<file path="src/rtl/mmap_obi_arbiter.sv">
// Two-master / three-slave OBI arbiter and address decoder, one transaction in flight.
// Optional response timeout: define MMAP_OBI_ARBITER_TIMEOUT_EN.
module mmap_obi_arbiter #(
    parameter logic [31:0] SRAM_BASE_P    = 32'h1C00_0000,
    parameter logic [31:0] SRAM_LEN_P     = 32'h000F_C000,
    parameter logic [31:0] DEBUG_BASE_P   = 32'h1A11_0000,
    parameter logic [31:0] DEBUG_LEN_P    = 32'h0000_1000,
    parameter logic [31:0] ROM_BASE_P     = 32'h1A00_0000,
    parameter logic [31:0] ROM_LEN_P      = 32'h0010_0000,
    parameter logic [31:0] ERR_RDATA      = 32'hDEAD_BEEF,
    parameter int          TIMEOUT_CYCLES = 255
) (
    input  logic             clk_i,
    input  logic             rst_i,
    input  logic [1:0]       m_req_i,
    input  logic [1:0]       m_we_i,
    input  logic [1:0][3:0]  m_be_i,
    input  logic [1:0][31:0] m_addr_i,
    input  logic [1:0][31:0] m_wdata_i,
    output logic [1:0]       m_gnt_o,
    output logic [1:0]       m_rvalid_o,
    output logic [31:0]      m_rdata_o,
    output logic             m_err_o,
    output logic [2:0]       s_req_o,
    output logic             s_we_o,
    output logic [3:0]       s_be_o,
    output logic [31:0]      s_addr_o,
    output logic [31:0]      s_wdata_o,
    input  logic [2:0]       s_gnt_i,
    input  logic [2:0]       s_rvalid_i,
    input  logic [2:0][31:0] s_rdata_i
);

    typedef enum logic [1:0] {IDLE, WAIT_RSP, ERR_RSP} state_e;

    state_e     state_q, state_d;
    logic       winner_q, winner_d;
    logic [1:0] sel_q, sel_d;
    logic       rr_q, rr_d;
    logic       lock_q, lock_d;
    logic       lock_m_q, lock_m_d;

    logic        win, active, mapped;
    logic [1:0]  dsel;
    logic [31:0] waddr;
    logic        hit_sram, hit_debug, hit_rom;

`ifdef MMAP_OBI_ARBITER_TIMEOUT_EN
    localparam logic [15:0] TO_LIMIT = 16'(TIMEOUT_CYCLES);
    logic [15:0] cnt_q, cnt_d;
`endif

    // A locked master keeps the slave bus stable until its slave grants.
    always_comb begin
        win = 1'b0;
        if (lock_q)                win = lock_m_q;
        else if (m_req_i == 2'b10) win = 1'b1;
        else if (m_req_i == 2'b11) win = rr_q;
    end

    assign active = lock_q | (|m_req_i);
    assign waddr  = m_addr_i[win];

    // Wrapping subtraction makes addresses below a base miss.
    assign hit_sram  = (waddr - SRAM_BASE_P)  < SRAM_LEN_P;
    assign hit_debug = (waddr - DEBUG_BASE_P) < DEBUG_LEN_P;
    assign hit_rom   = (waddr - ROM_BASE_P)   < ROM_LEN_P;
    assign mapped    = hit_sram | hit_debug | hit_rom;

    always_comb begin
        dsel = 2'd0;
        if (hit_sram)       dsel = 2'd0;
        else if (hit_debug) dsel = 2'd1;
        else if (hit_rom)   dsel = 2'd2;
    end

    assign s_addr_o  = waddr;
    assign s_we_o    = m_we_i[win];
    assign s_be_o    = m_be_i[win];
    assign s_wdata_o = m_wdata_i[win];

    always_comb begin
        state_d    = state_q;
        winner_d   = winner_q;
        sel_d      = sel_q;
        rr_d       = rr_q;
        lock_d     = lock_q;
        lock_m_d   = lock_m_q;
        m_gnt_o    = '0;
        m_rvalid_o = '0;
        m_rdata_o  = '0;
        m_err_o    = 1'b0;
        s_req_o    = '0;
`ifdef MMAP_OBI_ARBITER_TIMEOUT_EN
        cnt_d      = cnt_q;
`endif
        case (state_q)
            IDLE: begin
                if (active) begin
                    if (mapped) begin
                        s_req_o[dsel] = 1'b1;
                        if (s_gnt_i[dsel]) begin
                            m_gnt_o[win] = 1'b1;
                            winner_d     = win;
                            sel_d        = dsel;
                            rr_d         = ~win;
                            lock_d       = 1'b0;
                            state_d      = WAIT_RSP;
`ifdef MMAP_OBI_ARBITER_TIMEOUT_EN
                            cnt_d        = '0;
`endif
                        end else begin
                            lock_d   = 1'b1;
                            lock_m_d = win;
                        end
                    end else begin
                        m_gnt_o[win] = 1'b1;
                        winner_d     = win;
                        rr_d         = ~win;
                        lock_d       = 1'b0;
                        state_d      = ERR_RSP;
                    end
                end
            end
            WAIT_RSP: begin
                if (s_rvalid_i[sel_q]) begin
                    m_rvalid_o[winner_q] = 1'b1;
                    m_rdata_o            = s_rdata_i[sel_q];
                    state_d              = IDLE;
                end
`ifdef MMAP_OBI_ARBITER_TIMEOUT_EN
                else if (cnt_q + 16'd1 >= TO_LIMIT) begin
                    state_d = ERR_RSP;
                end
                cnt_d = cnt_q + 16'd1;
`endif
            end
            ERR_RSP: begin
                m_rvalid_o[winner_q] = 1'b1;
                m_rdata_o            = ERR_RDATA;
                m_err_o              = 1'b1;
                state_d              = IDLE;
            end
            default: state_d = IDLE;
        endcase
        if (rst_i) begin
            m_gnt_o    = '0;
            m_rvalid_o = '0;
            m_rdata_o  = '0;
            m_err_o    = 1'b0;
            s_req_o    = '0;
        end
    end

    always_ff @(posedge clk_i) begin
        if (rst_i) begin
            state_q  <= IDLE;
            winner_q <= 1'b0;
            sel_q    <= 2'd0;
            rr_q     <= 1'b0;
            lock_q   <= 1'b0;
            lock_m_q <= 1'b0;
`ifdef MMAP_OBI_ARBITER_TIMEOUT_EN
            cnt_q    <= '0;
`endif
        end else begin
            state_q  <= state_d;
            winner_q <= winner_d;
            sel_q    <= sel_d;
            rr_q     <= rr_d;
            lock_q   <= lock_d;
            lock_m_q <= lock_m_d;
`ifdef MMAP_OBI_ARBITER_TIMEOUT_EN
            cnt_q    <= cnt_d;
`endif
        end
    end

endmodule

</file>
<file path="config.mk">
export PLATFORM = sky130hd
export DESIGN_NAME = mmap_obi_arbiter
export DESIGN_NICKNAME = d
export VERILOG_FILES = /design/src/rtl/mmap_obi_arbiter.sv
export SDC_FILE = /design/constraint.sdc
export NUM_CORES = 1
export LEC_CHECK = 0
export BUFFER_PORTS_ARGS = -buffer_cell sky130_fd_sc_hd__buf_4
export CORE_AREA = 2 2 136 138
export DETAILED_ROUTE_END_ITERATION = 12
export DIE_AREA = 0 0 138 140
export PLACE_DENSITY = 0.52
export SLEW_MARGIN = 5
export SYNTH_ARGS = -nofsm -noshare
export SYNTH_HDL_FRONTEND = slang
export SYNTH_SLANG_ARGS = --single-unit
</file>
<file path="constraint.sdc">
create_clock -name clk_i -period 4.55 [get_ports clk_i]
set_input_delay 0.91 -clock clk_i [delete_from_list [all_inputs] [get_ports clk_i]]
set_output_delay 0.91 -clock clk_i [all_outputs]
set_load 0.02 [all_outputs]
</file>
==> metrics.txt, run 1 <==
Setup CP Type=in -> out; fin. max-slew vios=0; first-pass GRT wire length=28.74 mm; Primary FF master, synth=dfxtp_1; register share of total power=0.086; distinct cell type count of the synthesized netlist=70; core footprint=0.01778 mm^2; Post-CTS Hold Buffers=0; Synth warnings=0; Die Width=138 um; Leakage=3.266 nW; die height=140 um; row cnt=49; Post-Syn Area=0.003398 mm^2; Seq cells post-synth=8; CP bufs+invs=4; I/O Buffers=352; Layout Nets=1187; CTS H-Tree Depth=1; CTS tree=yes; P&R area growth vs syn=89.80%; number of synthesized flops with an enable pin=0; fmax=229.4 MHz; fill count=1978; final setup vio count=0; initial core utilization=0.1911; CP Data Required Time=3.64 ns; CP top delay family=simple AND/OR/NAND/NOR gates; pin count of the biggest net entering global routing=85; IO Count=353; Yosys top cell by area=nand2_1; CP max FO=4; CTS Sinks=8; CP max stage cell=mux4_2; peak supply drop=0.1100 mV; status=finished clean; ranking of synthesized cells by area=nand2_1, mux2i_1, nor2_1; setup_tns=0 ns; Max Root-Sink Buffers=2; CTS clock-pin slew for the worst setup and hold paths=0.04 ns; first-iteration detailed-routing DRC count=284; diode count=0; most numerous cell in the Yosys netlist=nand2_1; worst min-delay path class=reg -> reg; final WL=18.94 mm; Syn Nets=850; Mapped Cells=601; final cell count without fillers=1165; FFs w/ async S/R, synth=0; die area=0.01932 mm^2; initial antenna violation count=0; total global-route track usage=0.1806; setup slack at placement=0.06834 ns; post-route setup slack=0.1913 ns; switching pwr=407.0 uW; clock share of power=0.157; CP cell instances=buf_4 > nor2b_2 > a22o_2 > nand2_1 > nand2_1 > inv_1 > ha_1 > mux4_2 > a211o_1 > nor3_2 > a22oi_1 > buf_4 > nor3_4 > buf_4; Worst Max-Slew Pin Slew=0.4987 ns; Congestion Overflow GR=0; startpoint types=input port; Clk Latency, worst-skew pair=0.23 ns; Root Driver=clkbuf_16; Multi-input gate area=0.003035 mm^2; CP dominant cell by count=buf_4; routability cong.=0.8757; DRC=0; Pre-Repair DR Iteration Count=5; Final Hold Slack=0.5143 ns; vias post-DR=5431; Pint=521.9 uW; Comb power frac=0.757; crit share post-route=0.9580; pwr/cell area=144.0 mW/mm^2; fin crit period=4.359 ns; commonest cells in the synthesized netlist=nand2_1, nor2_1, mux2i_1, clkbuf_1, a211oi_1; WL/cell=16.26 um; Placed Cells=1160; Max Cap Viol=0; vias in the first global route=5172; HPWL after DPL=15.79 mm; final hold violations=0; Rel. slew slack=0.6671; CTS buffer count=3; antenna viol nets, final=0; Switching Fraction=0.4382; Worst setup EP type=output pin; critical path data arrival time=3.45 ns; final clock skew=0.001212 ns; Worst path max stage delay=0.36 ns; Reg area=161.4 um^2; sequential-to-total area share from yosys stat=0.04713; syn avg cell area=5.654 um^2; share of cells above drive strength 1=0.4402; vias per cell=4.662; post-synth top area share=0.2386
[power groups by stage]
stage	Sequential, mW	Combinational [mW]	Clock (mW)
4_1_cts	0.0803	0.700	0.148
3_5_place_dp	0.0813	0.697	0
3_3_place_gp	0.0815	0.698	0
2_1_floorplan	0.0766	0.339	0
6_report	0.0801	0.703	0.146
5_1_grt	0.0808	0.762	0.153
[cell usage in the layout, fill, tap and decap left out, types with 3 or more instances in the layout]
cell type  Yosys  routed
nor2_1        89      89
nand3_1        8       8
or4b_2         3       3
buf_4          2     376
nand2_1      216     216
dfxtp_1        8       7
nand3b_1       5       5
mux2i_1       42      42
a21oi_1       16      16
mux2_2         4       4
and4_1         3       3
o21ai_0        4       4
a211oi_1      27      27
nor3_1        21      19
nor2b_1        5       4
ha_1           5       4
o21a_1         3       3
and2_1         3       3
or4_1          6       6
nand4_1        7       7
or3_1          4       4
clkbuf_16      0       3
nor4b_1        6       6
inv_1         13      12
nor4_1         6       6
[timing repair]
action                                  CTS  global route
gates resized for setup                   0             5
endpoints found under the setup margin    0             3
setup buffers                             0             2
[final timing paths]
kind / startpoint / endpoint / slack [ns] / cells after the start
max: m_req_i[1] / m_gnt_o[0] / 0.19 / 14
min: rr_q$_SDFFE_PP0P_ / rr_q$_SDFFE_PP0P_ / 0.51 / 1
max reg2reg: rr_q$_SDFFE_PP0P_ / state_q[1]$_SDFFE_PP0P_ / 1.33 / 12
min reg2reg: rr_q$_SDFFE_PP0P_ / rr_q$_SDFFE_PP0P_ / 0.51 / 1
[metrics by stage]
stage | utilization | area [um^2] | power (mW)
after floorplan | - | 3408 | 0.4155
after global placement | 0.3564 | 6337 | 0.7798
after detailed placement | 0.3564 | 6337 | 0.7786
after CTS | 0.3607 | 6412 | 0.9285
after global routing | 0.3628 | 6450 | 0.9959
final | 0.3628 | 6450 | 0.9289
[worst reg2reg max path, cell delays in order (launching register included)]
cell and delay [ns]:
dfxtp_1 0.32, nand2b_1 0.19, a22oi_4 0.21, buf_4 0.16
buf_4 0.10, buf_4 0.32, nor2_1 0.12, o311a_1 0.35
or4_1 0.47, nand3b_1 0.19, o2111a_1 0.30, nor4b_1 0.27
o21bai_1 0.15
[layer usage]
metal,vias up,share of wire,GRT usage
met3,29,0.071,0.03487
met1,2398,0.41,0.2329
li1,2754,-,-
met4,0,0.020,0.03491
met5,-,0,0
met2,250,0.50,0.3153
[kinds of logic after synthesis]
family	count (synthesis)	synth area share
buffers and inverters	58	0.07143
muxes	47	0.1436
and+or+nand+nor	395	0.5144
DFF	8	0.04713
adders and majority gates	5	0.01841
AOI/OAI and AO/OA	86	0.1999
xor gates and xnor gates	2	0.005156
[flip-flops by register name, indices dropped and copies added (netlist names)]
register / cells
sel_q: 2
lock_q: 1
winner_q: 1
lock_m_q: 1
rr_q: 1
state_q: 2
[cell type report]
| type | instances | share of cell area |
|---|---|---|
| Inverter | 13 | 0.007565 |
| Timing Repair Buffer | 377 | 0.4407 |
| Tap cell | 229 | 0.04442 |
| Multi-Input combinational cell | 535 | 0.4706 |
| Clock buffer | 3 | 0.01164 |
| Sequential cell | 8 | 0.02502 |
Note: power is estimated with default switching activity, not from simulation.
==> run 2, diff against run 1 <==
--- a/config.mk
+++ b/config.mk
@@ -9,6 +9,7 @@
 export CORE_AREA = 2 2 136 138
 export DETAILED_ROUTE_END_ITERATION = 12
 export DIE_AREA = 0 0 138 140
+export MAX_ROUTING_LAYER = met4
 export PLACE_DENSITY = 0.52
 export SLEW_MARGIN = 5
 export SYNTH_ARGS = -nofsm -noshare
==> metrics.txt, run 2 (synthesized netlist as in run 1, its figures left out) <==
status=finished clean; die area=0.01932 mm^2; fin crit period=4.361 ns; P&R area growth vs syn=89.80%; fmax=229.3 MHz; setup slack at placement=0.06834 ns; CTS tree=yes; WL/cell=16.30 um; register share of total power=0.086; peak supply drop=0.1099 mV; antenna viol nets, final=0; Root Driver=clkbuf_16; initial antenna violation count=0; CP Capture Point=m_gnt_o[0]; Layout Nets=1187; CP cell instances=buf_4 > nor2b_2 > a22o_2 > nand2_1 > nand2_1 > inv_1 > ha_1 > mux4_2 > a211o_1 > nor3_2 > a22oi_1 > buf_4 > nor3_4 > buf_4; Die Width=138 um; setup_tns=0 ns; CTS clock-pin slew for the worst setup and hold paths=0.04 ns; Pint=521.9 uW; first-iteration detailed-routing DRC count=303; CTS buffer count=3; post-route setup slack=0.1886 ns; CTS Sinks=8; Max Cap Viol=0; Reg2Reg Setup Slack=1.33 ns; I/O Buffers=352; Top Registers=sel_q x2, state_q x2; share of cells above drive strength 1=0.4402; core footprint=0.01778 mm^2; crit share post-route=0.9586; CP max stage cell=mux4_2; first-pass GRT wire length=28.76 mm; CTS H-Tree Depth=1; Max Root-Sink Buffers=2; CP max FO=4; final WL=18.98 mm; CP dominant cell by count=buf_4; Switching Fraction=0.4386; vias in the first global route=5169; Hold Crit Depth=1; Setup CP Type=in -> out; Comb power frac=0.757; most frequent cells in the layout=buf_4, nand2_1, nor2_1; Final Hold Slack=0.5177 ns; startpoint types=input port; total global-route track usage=0.1861; clock share of power=0.157; final clock skew=0.001079 ns; HPWL after DPL=15.79 mm; Worst setup EP type=output pin; final setup vio count=0; diode count=0; worst reg2reg path startpoint=rr_q$_SDFFE_PP0P_; most common cell after layout, fill and taps aside=buf_4; worst r2r path cells=12; pin count of the biggest net entering global routing=85; pwr/cell area=144.1 mW/mm^2; IO Count=353; Congestion Overflow GR=0; Worst path max stage delay=0.36 ns; routability cong.=0.8902; worst min-delay path class=reg -> reg; Rel. slew slack=0.6581; final hold violations=0; vias per cell=4.652; Pre-Repair DR Iteration Count=4; DRC=0; reg2reg end=state_q[1]$_SDFFE_PP0P_; die height=140 um; Worst Max-Slew Pin Slew=0.5121 ns; row cnt=49; Clk Latency, worst-skew pair=0.23 ns; vias post-DR=5420; crit path from=m_req_i[1]; critical path data arrival time=3.45 ns; switching pwr=407.7 uW; fin. max-slew vios=0; Leakage=3.266 nW; CP Data Required Time=3.64 ns; initial core utilization=0.1911
-- run 2: cell counts in the layout (fill, tap and decap cells not counted) --
Identical to the previous run, type by type.
-- run 2: through the flow --
step                      std cells    util  power, mW  area (um^2)
final                          1165  0.3628     0.9296         6450
after global placement         1160  0.3564     0.7798         6337
after floorplan                 601       -     0.4155         3408
after global routing           1165  0.3628     0.9959         6450
after detailed placement       1160  0.3564     0.7786         6337
after CTS                      1163  0.3607     0.9285         6412
-- run 2: layout make-up --
cell class / count / area, um^2
Clock buffer: 3 / 75.07
Timing Repair Buffer: 377 / 2843
Tap cell: 229 / 286.5
Inverter: 13 / 48.80
Fill cell: 1978 / 11330
Multi-Input combinational cell: 535 / 3035
Sequential cell: 8 / 161.4
-- run 2: power by group through the flow --
stage	clock [mW]	sequential [mW]	combinational, mW
floorplan	0	0.0766	0.339
finish	0.146	0.0803	0.704
global route	0.153	0.0808	0.762
detailed placement	0	0.0813	0.697
global placement	0	0.0815	0.698
CTS	0.148	0.0803	0.700
-- run 2: routing by layer --
| layer | track usage | share of wire | vias to the layer above |
|---|---|---|---|
| met5 | - | 0 | - |
| met4 | 0.03491 | 0.019 | 0 |
| met3 | 0.02667 | 0.058 | 28 |
| met2 | 0.3161 | 0.49 | 235 |
| met1 | 0.2376 | 0.43 | 2404 |
| li1 | - | - | 2753 |
-- run 2: critical path, delay by kind of cell --
kind / cells / cell delay [ns]
simple gates: 5 / 0.71
compound gates: 3 / 0.66
buf+inv: 4 / 0.56
mux: 1 / 0.36
fa+ha+maj: 1 / 0.22
-- run 2: timing repair --
action                     4_1_cts  5_1_grt
setup endpoints to repair        0        3
hold buffers                     0        0
resized for setup                0        5
buffers inserted                 0        2
-- run 2: how the worst min path moves through the flow --
stage | from | to | slack (ns)
floorplan | rr_q$_SDFFE_PP0P_ | rr_q$_SDFFE_PP0P_ | 0.44
global placement | winner_q$_SDFFE_PP0P_ | winner_q$_SDFFE_PP0P_ | 0.53
detailed placement | rr_q$_SDFFE_PP0P_ | rr_q$_SDFFE_PP0P_ | 0.51
CTS | rr_q$_SDFFE_PP0P_ | rr_q$_SDFFE_PP0P_ | 0.52
global route | rr_q$_SDFFE_PP0P_ | rr_q$_SDFFE_PP0P_ | 0.54
finish | rr_q$_SDFFE_PP0P_ | rr_q$_SDFFE_PP0P_ | 0.52
